File: config.mk
export PLATFORM = sky130hd
export DESIGN_NAME = wt_dcache_ship_pred
export DESIGN_NICKNAME = d
export VERILOG_FILES = /design/src/rtl/wt_cache_pkg.sv /design/src/rtl/wt_dcache_shct.sv /design/src/rtl/wt_dcache_ship_pred.sv
export SDC_FILE = /design/constraint.sdc
export NUM_CORES = 2
export LEC_CHECK = 0
export ABC_AREA = 1
export BUFFER_PORTS_ARGS = -buffer_cell sky130_fd_sc_hd__clkbuf_2
export CORE_MARGIN = 5
export CORE_UTILIZATION = 49
export DETAILED_ROUTE_END_ITERATION = 6
export PLACE_DENSITY = 0.63
export SETUP_SLACK_MARGIN = 0.5
export SKIP_CTS_REPAIR_TIMING = 1
export SYNTH_ARGS = -nofsm -noshare
export SYNTH_HDL_FRONTEND = slang
export SYNTH_SLANG_ARGS = --single-unit
File: constraint.sdc
create_clock -name clk_i -period 25.5 [get_ports clk_i]
set_clock_uncertainty 0.15 [all_clocks]
set_input_delay 1.275 -clock clk_i [delete_from_list [all_inputs] [get_ports clk_i]]
set_output_delay 1.275 -clock clk_i [all_outputs]
set_load 0.05 [all_outputs]
File: src/rtl/wt_cache_pkg.sv
// Shared write-through cache definitions: geometry plus SHiP predictor types.
package wt_cache_pkg;

   localparam int unsigned DCACHE_CL_IDX_WIDTH = 4;
   localparam int unsigned DCACHE_SET_ASSOC    = 4;
   localparam int unsigned DCACHE_NUM_SETS     = 2**DCACHE_CL_IDX_WIDTH;
   localparam int unsigned DCACHE_WAY_W        = $clog2(DCACHE_SET_ASSOC);

   // SHiP signature and counter widths; the structs below are sized from these
   localparam int unsigned SHIP_SIG_W = 6;
   localparam int unsigned SHIP_CTR_W = 3;

   typedef logic [SHIP_SIG_W-1:0] ship_sig_t;

   // per-line outcome metadata
   typedef struct packed {
      logic      valid;
      ship_sig_t sig;
      logic      reused;
   } ship_line_meta_t;

   // one cycle of pending SHCT training
   typedef struct packed {
      logic      inc_v;
      ship_sig_t inc_sig;
      logic      dec_v;
      ship_sig_t dec_sig;
   } ship_train_t;

   typedef enum logic [0:0] {
      SHIP_IDLE  = 1'b0,
      SHIP_CLEAR = 1'b1
   } ship_state_e;

endpackage

File: src/rtl/wt_dcache_shct.sv
// Signature hit counter table: saturating counters with inc/dec/sweep writes
// and a read port that already reflects the training applied this cycle.
module wt_dcache_shct
   import wt_cache_pkg::*;
#(
   parameter int unsigned SIG_W    = SHIP_SIG_W,
   parameter int unsigned CTR_W    = SHIP_CTR_W,
   parameter int unsigned CTR_INIT = 1
) (
   input  logic             clk_i,
   input  logic             rst_i,
   input  logic [SIG_W-1:0] rd_sig_i,
   output logic [CTR_W-1:0] rd_ctr_o,
   input  logic             inc_v_i,
   input  logic [SIG_W-1:0] inc_sig_i,
   input  logic             dec_v_i,
   input  logic [SIG_W-1:0] dec_sig_i,
   input  logic             sweep_we_i,
   input  logic [SIG_W-1:0] sweep_ptr_i
);

   localparam int unsigned      DEPTH   = 2**SIG_W;
   localparam logic [CTR_W-1:0] CTR_MAX = '1;
   localparam logic [CTR_W-1:0] CTR_RST = CTR_W'(CTR_INIT);

   logic [CTR_W-1:0] ctr_q [DEPTH];
   logic [CTR_W-1:0] ctr_d [DEPTH];

   // saturating step; inc and dec together cancel
   function automatic logic [CTR_W-1:0] ctr_step(input logic [CTR_W-1:0] c,
                                                 input logic inc, input logic dec);
      if (inc && !dec && c != CTR_MAX) return c + 1'b1;
      if (dec && !inc && c != '0)      return c - 1'b1;
      return c;
   endfunction

   // read bypass: the value this entry will hold after the pending update
   always_comb begin
      rd_ctr_o = ctr_step(ctr_q[rd_sig_i],
                          inc_v_i && (inc_sig_i == rd_sig_i),
                          dec_v_i && (dec_sig_i == rd_sig_i));
   end

   // next table state: training per entry, sweep write overrides
   always_comb begin
      for (int i = 0; i < DEPTH; i++) begin
         ctr_d[i] = ctr_step(ctr_q[i],
                             inc_v_i && (inc_sig_i == SIG_W'(i)),
                             dec_v_i && (dec_sig_i == SIG_W'(i)));
         if (sweep_we_i && (sweep_ptr_i == SIG_W'(i))) ctr_d[i] = CTR_RST;
      end
   end

   // counter storage
   always_ff @(posedge clk_i or posedge rst_i) begin
      if (rst_i) begin
         for (int i = 0; i < DEPTH; i++) ctr_q[i] <= CTR_RST;
      end else begin
         for (int i = 0; i < DEPTH; i++) ctr_q[i] <= ctr_d[i];
      end
   end

endmodule

File: src/rtl/wt_dcache_ship_pred.sv
// SHiP insertion predictor for the write-through dcache SRRIP stage.
// Holds the PC hash, per-line metadata, training register and flush sweep FSM.
// Optional statistics outputs: define WT_DCACHE_SHIP_STATS_EN.
// SIG_W/CTR_W must match SHIP_SIG_W/SHIP_CTR_W, which size the shared structs.
module wt_dcache_ship_pred
   import wt_cache_pkg::*;
#(
   parameter int unsigned SIG_W    = SHIP_SIG_W,
   parameter int unsigned CTR_W    = SHIP_CTR_W,
   parameter int unsigned CTR_INIT = 1,
   parameter int unsigned PC_W     = 64
) (
   input  logic                           clk_i,
   input  logic                           rst_i,
   input  logic                           flush_i,
   input  logic                           miss_i,
   input  logic [DCACHE_CL_IDX_WIDTH-1:0] miss_idx_i,
   input  logic [PC_W-1:0]                miss_pc_i,
   input  logic [DCACHE_WAY_W-1:0]        fill_way_i,
   input  logic                           hit_i,
   input  logic [DCACHE_CL_IDX_WIDTH-1:0] hit_idx_i,
   input  logic [DCACHE_WAY_W-1:0]        hit_way_i,
   output logic [1:0]                     pred_result_o,
   output logic                           busy_o
`ifdef WT_DCACHE_SHIP_STATS_EN
   ,
   output logic [31:0]                    stat_pred_near_o,
   output logic [31:0]                    stat_pred_dist_o,
   output logic [31:0]                    stat_evict_dead_o
`endif
);

   localparam logic [CTR_W-1:0] CTR_MAX  = '1;
   localparam logic [SIG_W-1:0] PTR_LAST = '1;

   ship_state_e      state_q, state_d;
   logic [SIG_W-1:0] ptr_q, ptr_d;
   logic             sweep_we;

   ship_line_meta_t  meta_q [DCACHE_NUM_SETS][DCACHE_SET_ASSOC];
   ship_line_meta_t  meta_d [DCACHE_NUM_SETS][DCACHE_SET_ASSOC];
   ship_train_t      train_q, train_d;
   ship_line_meta_t  victim, hline;
   logic             same_line, train_en;

   logic [SIG_W-1:0] miss_sig;
   logic [CTR_W-1:0] ctr_byp;
   logic             unused_pc_bits;

   assign miss_sig       = miss_pc_i[SIG_W+1:2] ^ miss_pc_i[2*SIG_W+1:SIG_W+2];
   assign unused_pc_bits = ^{miss_pc_i[PC_W-1:2*SIG_W+2], miss_pc_i[1:0]};

   // a training update still in flight on the flush cycle is discarded
   assign train_en = (state_q == SHIP_IDLE) && !flush_i;

   wt_dcache_shct #(.SIG_W(SIG_W), .CTR_W(CTR_W), .CTR_INIT(CTR_INIT)) u_shct (
      .clk_i       (clk_i),
      .rst_i       (rst_i),
      .rd_sig_i    (miss_sig),
      .rd_ctr_o    (ctr_byp),
      .inc_v_i     (train_q.inc_v && train_en),
      .inc_sig_i   (train_q.inc_sig),
      .dec_v_i     (train_q.dec_v && train_en),
      .dec_sig_i   (train_q.dec_sig),
      .sweep_we_i  (sweep_we),
      .sweep_ptr_i (ptr_q)
   );

   // sweep FSM state register
   always_ff @(posedge clk_i or posedge rst_i) begin
      if (rst_i) begin
         state_q <= SHIP_IDLE;
         ptr_q   <= '0;
      end else begin
         state_q <= state_d;
         ptr_q   <= ptr_d;
      end
   end

   // sweep FSM next state: a flush always (re)starts the sweep at entry 0
   always_comb begin
      state_d = state_q;
      ptr_d   = ptr_q;
      unique case (state_q)
         SHIP_IDLE: begin
            if (flush_i) begin
               state_d = SHIP_CLEAR;
               ptr_d   = '0;
            end
         end
         SHIP_CLEAR: begin
            if (flush_i) begin
               ptr_d = '0;
            end else if (ptr_q == PTR_LAST) begin
               state_d = SHIP_IDLE;
               ptr_d   = '0;
            end else begin
               ptr_d = ptr_q + 1'b1;
            end
         end
         default: state_d = SHIP_IDLE;
      endcase
   end

   // sweep FSM outputs
   always_comb begin
      busy_o   = (state_q == SHIP_CLEAR);
      sweep_we = (state_q == SHIP_CLEAR);
   end

   // prediction from the bypassed counter; neutral while the table is rebuilt
   always_comb begin
      if (busy_o)                 pred_result_o = 2'd2;
      else if (ctr_byp == '0)     pred_result_o = 2'd3;
      else if (ctr_byp == CTR_MAX) pred_result_o = 2'd0;
      else                        pred_result_o = 2'd2;
   end

   // line metadata update and training capture; a miss shadows a hit to its own line
   always_comb begin
      meta_d    = meta_q;
      train_d   = '0;
      victim    = meta_q[miss_idx_i][fill_way_i];
      hline     = meta_q[hit_idx_i][hit_way_i];
      same_line = miss_i && (miss_idx_i == hit_idx_i) && (fill_way_i == hit_way_i);
      if (flush_i) begin
         for (int s = 0; s < DCACHE_NUM_SETS; s++) begin
            for (int w = 0; w < DCACHE_SET_ASSOC; w++) begin
               meta_d[s][w].valid  = 1'b0;
               meta_d[s][w].reused = 1'b0;
            end
         end
      end
      if (miss_i) begin
         meta_d[miss_idx_i][fill_way_i] = '{valid: 1'b1, sig: miss_sig, reused: 1'b0};
         train_d.dec_v   = victim.valid && !victim.reused;
         train_d.dec_sig = victim.sig;
      end
      if (hit_i && !same_line && !flush_i && hline.valid && !hline.reused) begin
         meta_d[hit_idx_i][hit_way_i].reused = 1'b1;
         train_d.inc_v   = 1'b1;
         train_d.inc_sig = hline.sig;
      end
      if (flush_i || state_q != SHIP_IDLE) train_d = '0;
   end

   // metadata and training register
   always_ff @(posedge clk_i or posedge rst_i) begin
      if (rst_i) begin
         for (int s = 0; s < DCACHE_NUM_SETS; s++) begin
            for (int w = 0; w < DCACHE_SET_ASSOC; w++) meta_q[s][w] <= '0;
         end
         train_q <= '0;
      end else begin
         meta_q  <= meta_d;
         train_q <= train_d;
      end
   end

`ifdef WT_DCACHE_SHIP_STATS_EN
   logic [31:0] near_q, near_d, dist_q, dist_d, dead_q, dead_d;

   // saturating event counters, cleared only by reset
   always_comb begin
      near_d = near_q;
      dist_d = dist_q;
      dead_d = dead_q;
      if (miss_i && pred_result_o == 2'd0 && near_q != '1) near_d = near_q + 32'd1;
      if (miss_i && pred_result_o == 2'd3 && dist_q != '1) dist_d = dist_q + 32'd1;
      if (train_d.dec_v && dead_q != '1)                   dead_d = dead_q + 32'd1;
   end

   // statistics registers
   always_ff @(posedge clk_i or posedge rst_i) begin
      if (rst_i) begin
         near_q <= '0;
         dist_q <= '0;
         dead_q <= '0;
      end else begin
         near_q <= near_d;
         dist_q <= dist_d;
         dead_q <= dead_d;
      end
   end

   assign stat_pred_near_o  = near_q;
   assign stat_pred_dist_o  = dist_q;
   assign stat_evict_dead_o = dead_q;
`endif

endmodule
* After elaboration in Yosys (flattened, before gate mapping)
Cells that the tools add are included.
** Storage, ports and cells
- Register bits after elaboration :: 725
- Input bits :: 81
- Output and inout bits :: 3
- Word-level logic and storage cells :: 2030
** Cells by class
- Add/subtract/negate cells :: 131
- $lt $le $gt $ge :: 9
- Equal/unequal tests :: 260
- Mux-type cells :: 625
- Bitwise gates (word level) :: 7
- Reductions and logical operators :: 736
** Operators with widths (number)
- 512-bit bitwise mux :: 2
- 512-bit two-way mux :: 2
- 3-bit two-way mux :: 326
- 6-bit equality test, second input constant :: 96
- 1-bit logical AND :: 468
- 3-bit nonzero test :: 129
- 6-bit by 5-bit equality test with 1-bit output, second input constant :: 48
- 32-bit binary-select mux with 4-bit select :: 2
- 32-bit demux with 4-bit select :: 2
- 1-bit two-way mux :: 201
- 3-bit by 1-bit adder with 3-bit output, second input constant :: 65
- 3-bit != test, second input constant :: 65
- 3-bit by 1-bit subtractor with 3-bit output, second input constant :: 65
- 32-bit two-way mux :: 6
- 6-bit by 4-bit equality test with 1-bit output, second input constant :: 24
- 1-bit zero test :: 134
- 2-bit two-way mux :: 66
- 6-bit by 3-bit equality test with 1-bit output, second input constant :: 12
- 8-bit two-way mux :: 5
- 6-bit by 2-bit equality test with 1-bit output, second input constant :: 6
- 8-bit binary-select mux with 2-bit select :: 2
- 8-bit demux with 2-bit select :: 2
- 3-bit binary-select mux with 6-bit select :: 1
- 6-bit by 1-bit equality test with 1-bit output, second input constant :: 3
- 24 further kinds :: 36

* Depth between registers and ports, before layout
- Depth in word-level cells :: 15
- Gate-level depth with buffers :: 23
- Depth with buffers taken out :: 21

* Modules after synthesis
From an unflattened synthesis, not the netlist that was laid out.
** Unflattened totals
- Cell total of the unflattened synthesis :: 6193
- Area total of the unflattened synthesis :: 45707.6 um^2
** By module, submodules not included
- wt_dcache_ship_pred :: instances 1, cells each 3782, area an instance 27918.0 um^2, sequential area each 13337.8 um^2
- wt_dcache_shct :: instances 1, cells each 2411, area an instance 17789.6 um^2, sequential area each 4884.7 um^2

* Worst setup path after synthesis
Ideal clock, no wire load.
- Path kind :: input -> output
- From :: input port miss_pc_i[8]
- To :: output port pred_result_o[0]
- Arrival :: 3.886 ns
- Required time :: 24.075 ns
- Path slack :: 20.189 ns
- Stages on the path :: 20
- Buffers on the path :: 1
- Cells stage by stage :: inv_1 > nand2_1 > nand2_1 > clkbuf_1 > nand2_1 > o211ai_1 > nand3_1 > nand3_1 > nand3_1 > nand3_1 > nand2_1 > ha_1 > ha_1 > inv_1 > nand3_1 > nand2_1 > nand3_1 > nand2_1 > nand3_1 > nor2_1
** On the way
- Cells in the longest elaborated chain, start to end :: 14
- Elaborated cells between the ends (all ways) :: 29
- Classes of those cells :: 2 x add/sub; 3 x eq/ne; 12 x mux; 2 x bitwise; 10 x reduce/logical
** RTL lines
- from (decl) :: line wt_dcache_ship_pred.sv:18 : input logic [PC_W-1:0] miss_pc_i,
- 6-bit bitwise XOR * :: line wt_dcache_ship_pred.sv:50 : assign miss_sig = miss_pc_i[SIG_W+1:2] ^ miss_pc_i[2*SIG_W+1:SIG_W+2];
- parallel branches: the longest is 9 deep, another holds 3-bit by 1-bit adder with 3-bit output
- 3-bit two-way mux * :: line wt_dcache_shct.sv:33 : if (dec && !inc && c != '0) return c - 1'b1;
- 3-bit zero test * :: line wt_dcache_ship_pred.sv:114 : else if (ctr_byp == '0) pred_result_o = 2'd3;
- 2-bit two-way mux * :: line wt_dcache_ship_pred.sv:114
- 2-bit two-way mux * :: line wt_dcache_ship_pred.sv:113 : if (busy_o) pred_result_o = 2'd2;
- to (decl) :: line wt_dcache_ship_pred.sv:23 : output logic [1:0] pred_result_o,
Every way passes the cells marked *. The select of a mux whose other input is x is not followed.

* Worst setup path after layout
- From :: input port miss_pc_i[2]
- To :: output port pred_result_o[0]
The elaborated chain is that of the path after synthesis.

==> out/results.tsv <==
stage	metric	value	unit
power_and_ir_drop	PwrDens	62.37	nW/um^2
die	Core ar.	91390	sq um
setup_path	Worst setup SP type	input pin	
die	Ports	84	
logic_synthesis	cell taking the most area after synthesis	dfrtp_1	
setup_path	CP max FO	92	
drt	vias per std cell	6.115	
global_route	largest net degree at the start of global routing	157	
global_route	GRT busiest layer	met2	
status	failing checks	design-rule violations	
logic_synthesis	most common cell in the netlist	nand2_1	
logic_synthesis	Synth Cell Area	44910	sq um
timing	Sum Neg Setup Slack	0	ns
setup_path	crit-path cells	clkbuf_2 > nand2_1 > nand2_4 > buf_4 > nand2_1 > nand3_1 > nand3_1 > nand3_1 > nand3_1 > nand3_1 > nand2_1 > ha_1 > ha_1 > inv_1 > nand3_1 > nand2_1 > nand3_1 > nand2_1 > nand3_1 > nor2_1 > clkbuf_2	
place	Final HPWL DP	98730	um
finish	Final #Nets	5987	
drt	Via Count	42150	
global_route	GRT overflow	0	
hold_path	hold crit path type	reg2reg	
clocking	clk_lat worst skew	0.68	ns
logic_synthesis	post-synthesis net count	6163	
place	PortBufs	31	
logic_synthesis	synth top area cells	dfrtp_1 37%, nand2_1 9.3%, o21ai_0 8.4%	
global_route	met3 usage	6.585	%
setup_path	CP max stage delay	0.87	ns
global_route	vias in the first global route	39930	
drt	Starting DRT DRC Count	5257	
setup_path	WS Path Type	in2out	
timing	WHS	0.3342	ns
logic_synthesis	top cell type's share of synthesized area	36.83	%
clocking	CTS tree	yes	
status	status	finished with violations	
logic_synthesis	register area share after synthesis	40.58	%
logic_synthesis	register bit total from synthesis	725	
die	die height	312.7	um
logic_synthesis	Most used DFF post-synth	dfrtp_1	
flow_run	Max-Cap Viols	0	
drt	wire per inst	22.82	um
clocking	clock tree sinks	725	
clocking	Root Driver	clkbuf_16	
drt	detailed-route wire length	157300	um
power_and_ir_drop	Peak supply drop	61.72	uV
logic_synthesis	fraction of registers with async set/reset	100.0	%
timing	fin. max-slew vios	0	
power_and_ir_drop	P_leak	22.15	nW
timing	max_slew headroom	26.34	%
setup_path	R2R setup slack	22.33	ns
timing	final setup violation count	0	
die	Site Rows	111	
global_route	met1 global-route usage	41.06	%
global_route	met2 Use GR	48.51	%
logic_synthesis	Post-synth top cells	1,116 x nand2_1, 757 x o21ai_0, 661 x dfrtp_1	
clocking	worst-case clock buffer depth	3	
timing	RSZ-0062 raised after global routing	no	
logic_synthesis	EDFF count, synth	0	
setup_path	crit path DAT	5.84	ns
finish	layout cells sized above 1	7.238	%
timing	Worst-Margin Slew	1.105	ns
die	die width	312.7	um
global_route	first-pass GRT wire length	238800	um
drt	DRT Pass-1 Iters	7	
setup_path	CP endpoint kind	output port	
drt	ANT nets after route	0	
logic_synthesis	unique cell type count in the Yosys netlist	63	
logic_synthesis	mean area per synthesized cell	7.719	sq um
logic_synthesis	Post-Synthesis Cells	5818	
drt	Remaining DRCs	3	
global_route	initial antenna violation count	2	
global_route	total track usage	31.08	%
clocking	clk slew on worst S/H paths	0.06	ns
logic_synthesis	YS warnings	0	
setup_path	Worst Path Required	24.08	ns
setup_path	Top delay family on crit path	simple AND/OR/NAND/NOR gates	
place	Final Wtd Congestion	0.9890	
timing	period utilisation layout	28.48	%
clocking	CTS Buf Count	85	
clocking	H-tree depth	3	
die	Starting Density	49.14	%
setup_path	Buf/Inv on CP	4	
timing	Fin. Hold Viols	0	
timing	Max Clock Freq	137.7	MHz
setup_path	Slowest-stage cell, CP	nand2_4	
finish	filler instances	8748	
finish	synthesis-to-finish area growth	7.584	%
timing	min Tclk post-route	7.263	ns
setup_path	most frequent CP cell	nand3_1	
die	Die Area	97810	sq um
tightest hold or removal path, cell delays in order (launching register included):
cell and delay [ns]:
dfstp_2 0.38, nand2_1 0.06, nand2_1 0.04
area by class of cell:
cell class | instances | area (sq um) | area share [%]
multi-input combinational | 4173 | 23120 | 47.86
sequential | 725 | 18220 | 37.72
clock buffer | 129 | 2524 | 5.223
inverter | 572 | 2158 | 4.467
tap | 1186 | 1484 | 3.071
timing repair buffer | 85 | 581.8 | 1.204
clock inverter | 22 | 217.7 | 0.4506
antenna | 1 | 2.502 | 0.005179
logic make-up after synthesis:
logic type      Yosys count  share of synthesized area, %
xor+xnor                 84                         1.638
simple gates           2343                         22.73
buf+inv                 920                         8.149
compound gates         1440                         18.60
flops                   725                         40.58
mux                      42                        0.9556
fa+ha+maj               264                         7.355
cell usage in the layout, fill, tap and decap left out, types with 40 or more instances in the layout:
master	instances
a21oi_1	80
a22oi_1	119
a31oi_1	51
buf_4	54
clkbuf_16	86
dfrtp_1	661
dfstp_2	64
ha_1	264
inv_1	527
inv_2	40
nand2_1	1108
nand3_1	659
nand4_1	52
nor2_1	392
o21ai_0	757
o22ai_1	269
xor2_1	55
layer usage:
metal / vias to the layer above / share of wire (%)
met1: 19940 / 40
met2: 2210 / 44
met3: 489 / 9.5
li1: 19510 / -
met4: 4 / 6.0
met5: - / 0.022
power breakdown:
group / internal, mW / switching (mW) / total, mW
Sequential: 1.26 / 0.0878 / 1.35
Combinational: 0.147 / 0.305 / 0.452
Clock: 0.695 / 0.519 / 1.21
Total: 2.10 / 0.911 / 3.01
metrics by stage:
step	std cells	cell area, sq um	util [%]	total power [mW]	setup slack [ns]
floorplan	5818	44910	-	1.659	3.842
global placement	6741	45570	49.87	1.795	18.30
detailed placement	6741	45570	49.87	1.808	18.32
CTS	6892	48310	52.87	3.022	18.30
global route	6892	48310	52.87	3.139	17.88
finish	6893	48320	52.87	3.013	18.24
final timing paths:
path	to	cells after the start	from
worst min register to register	u_shct.ctr_q[21]	2	u_shct.ctr_q[21]
worst max-delay path	pred_result_o[0]	21	miss_pc_i[2]
max in group asynchronous	meta_q[456]	5	rst_i
min in group asynchronous	u_shct.ctr_q[62]	2	rst_i
worst min-delay path	u_shct.ctr_q[21]	2	u_shct.ctr_q[21]
worst max register to register	train_q[10]	10	meta_q[368]
(Power assumes the default switching activity.)
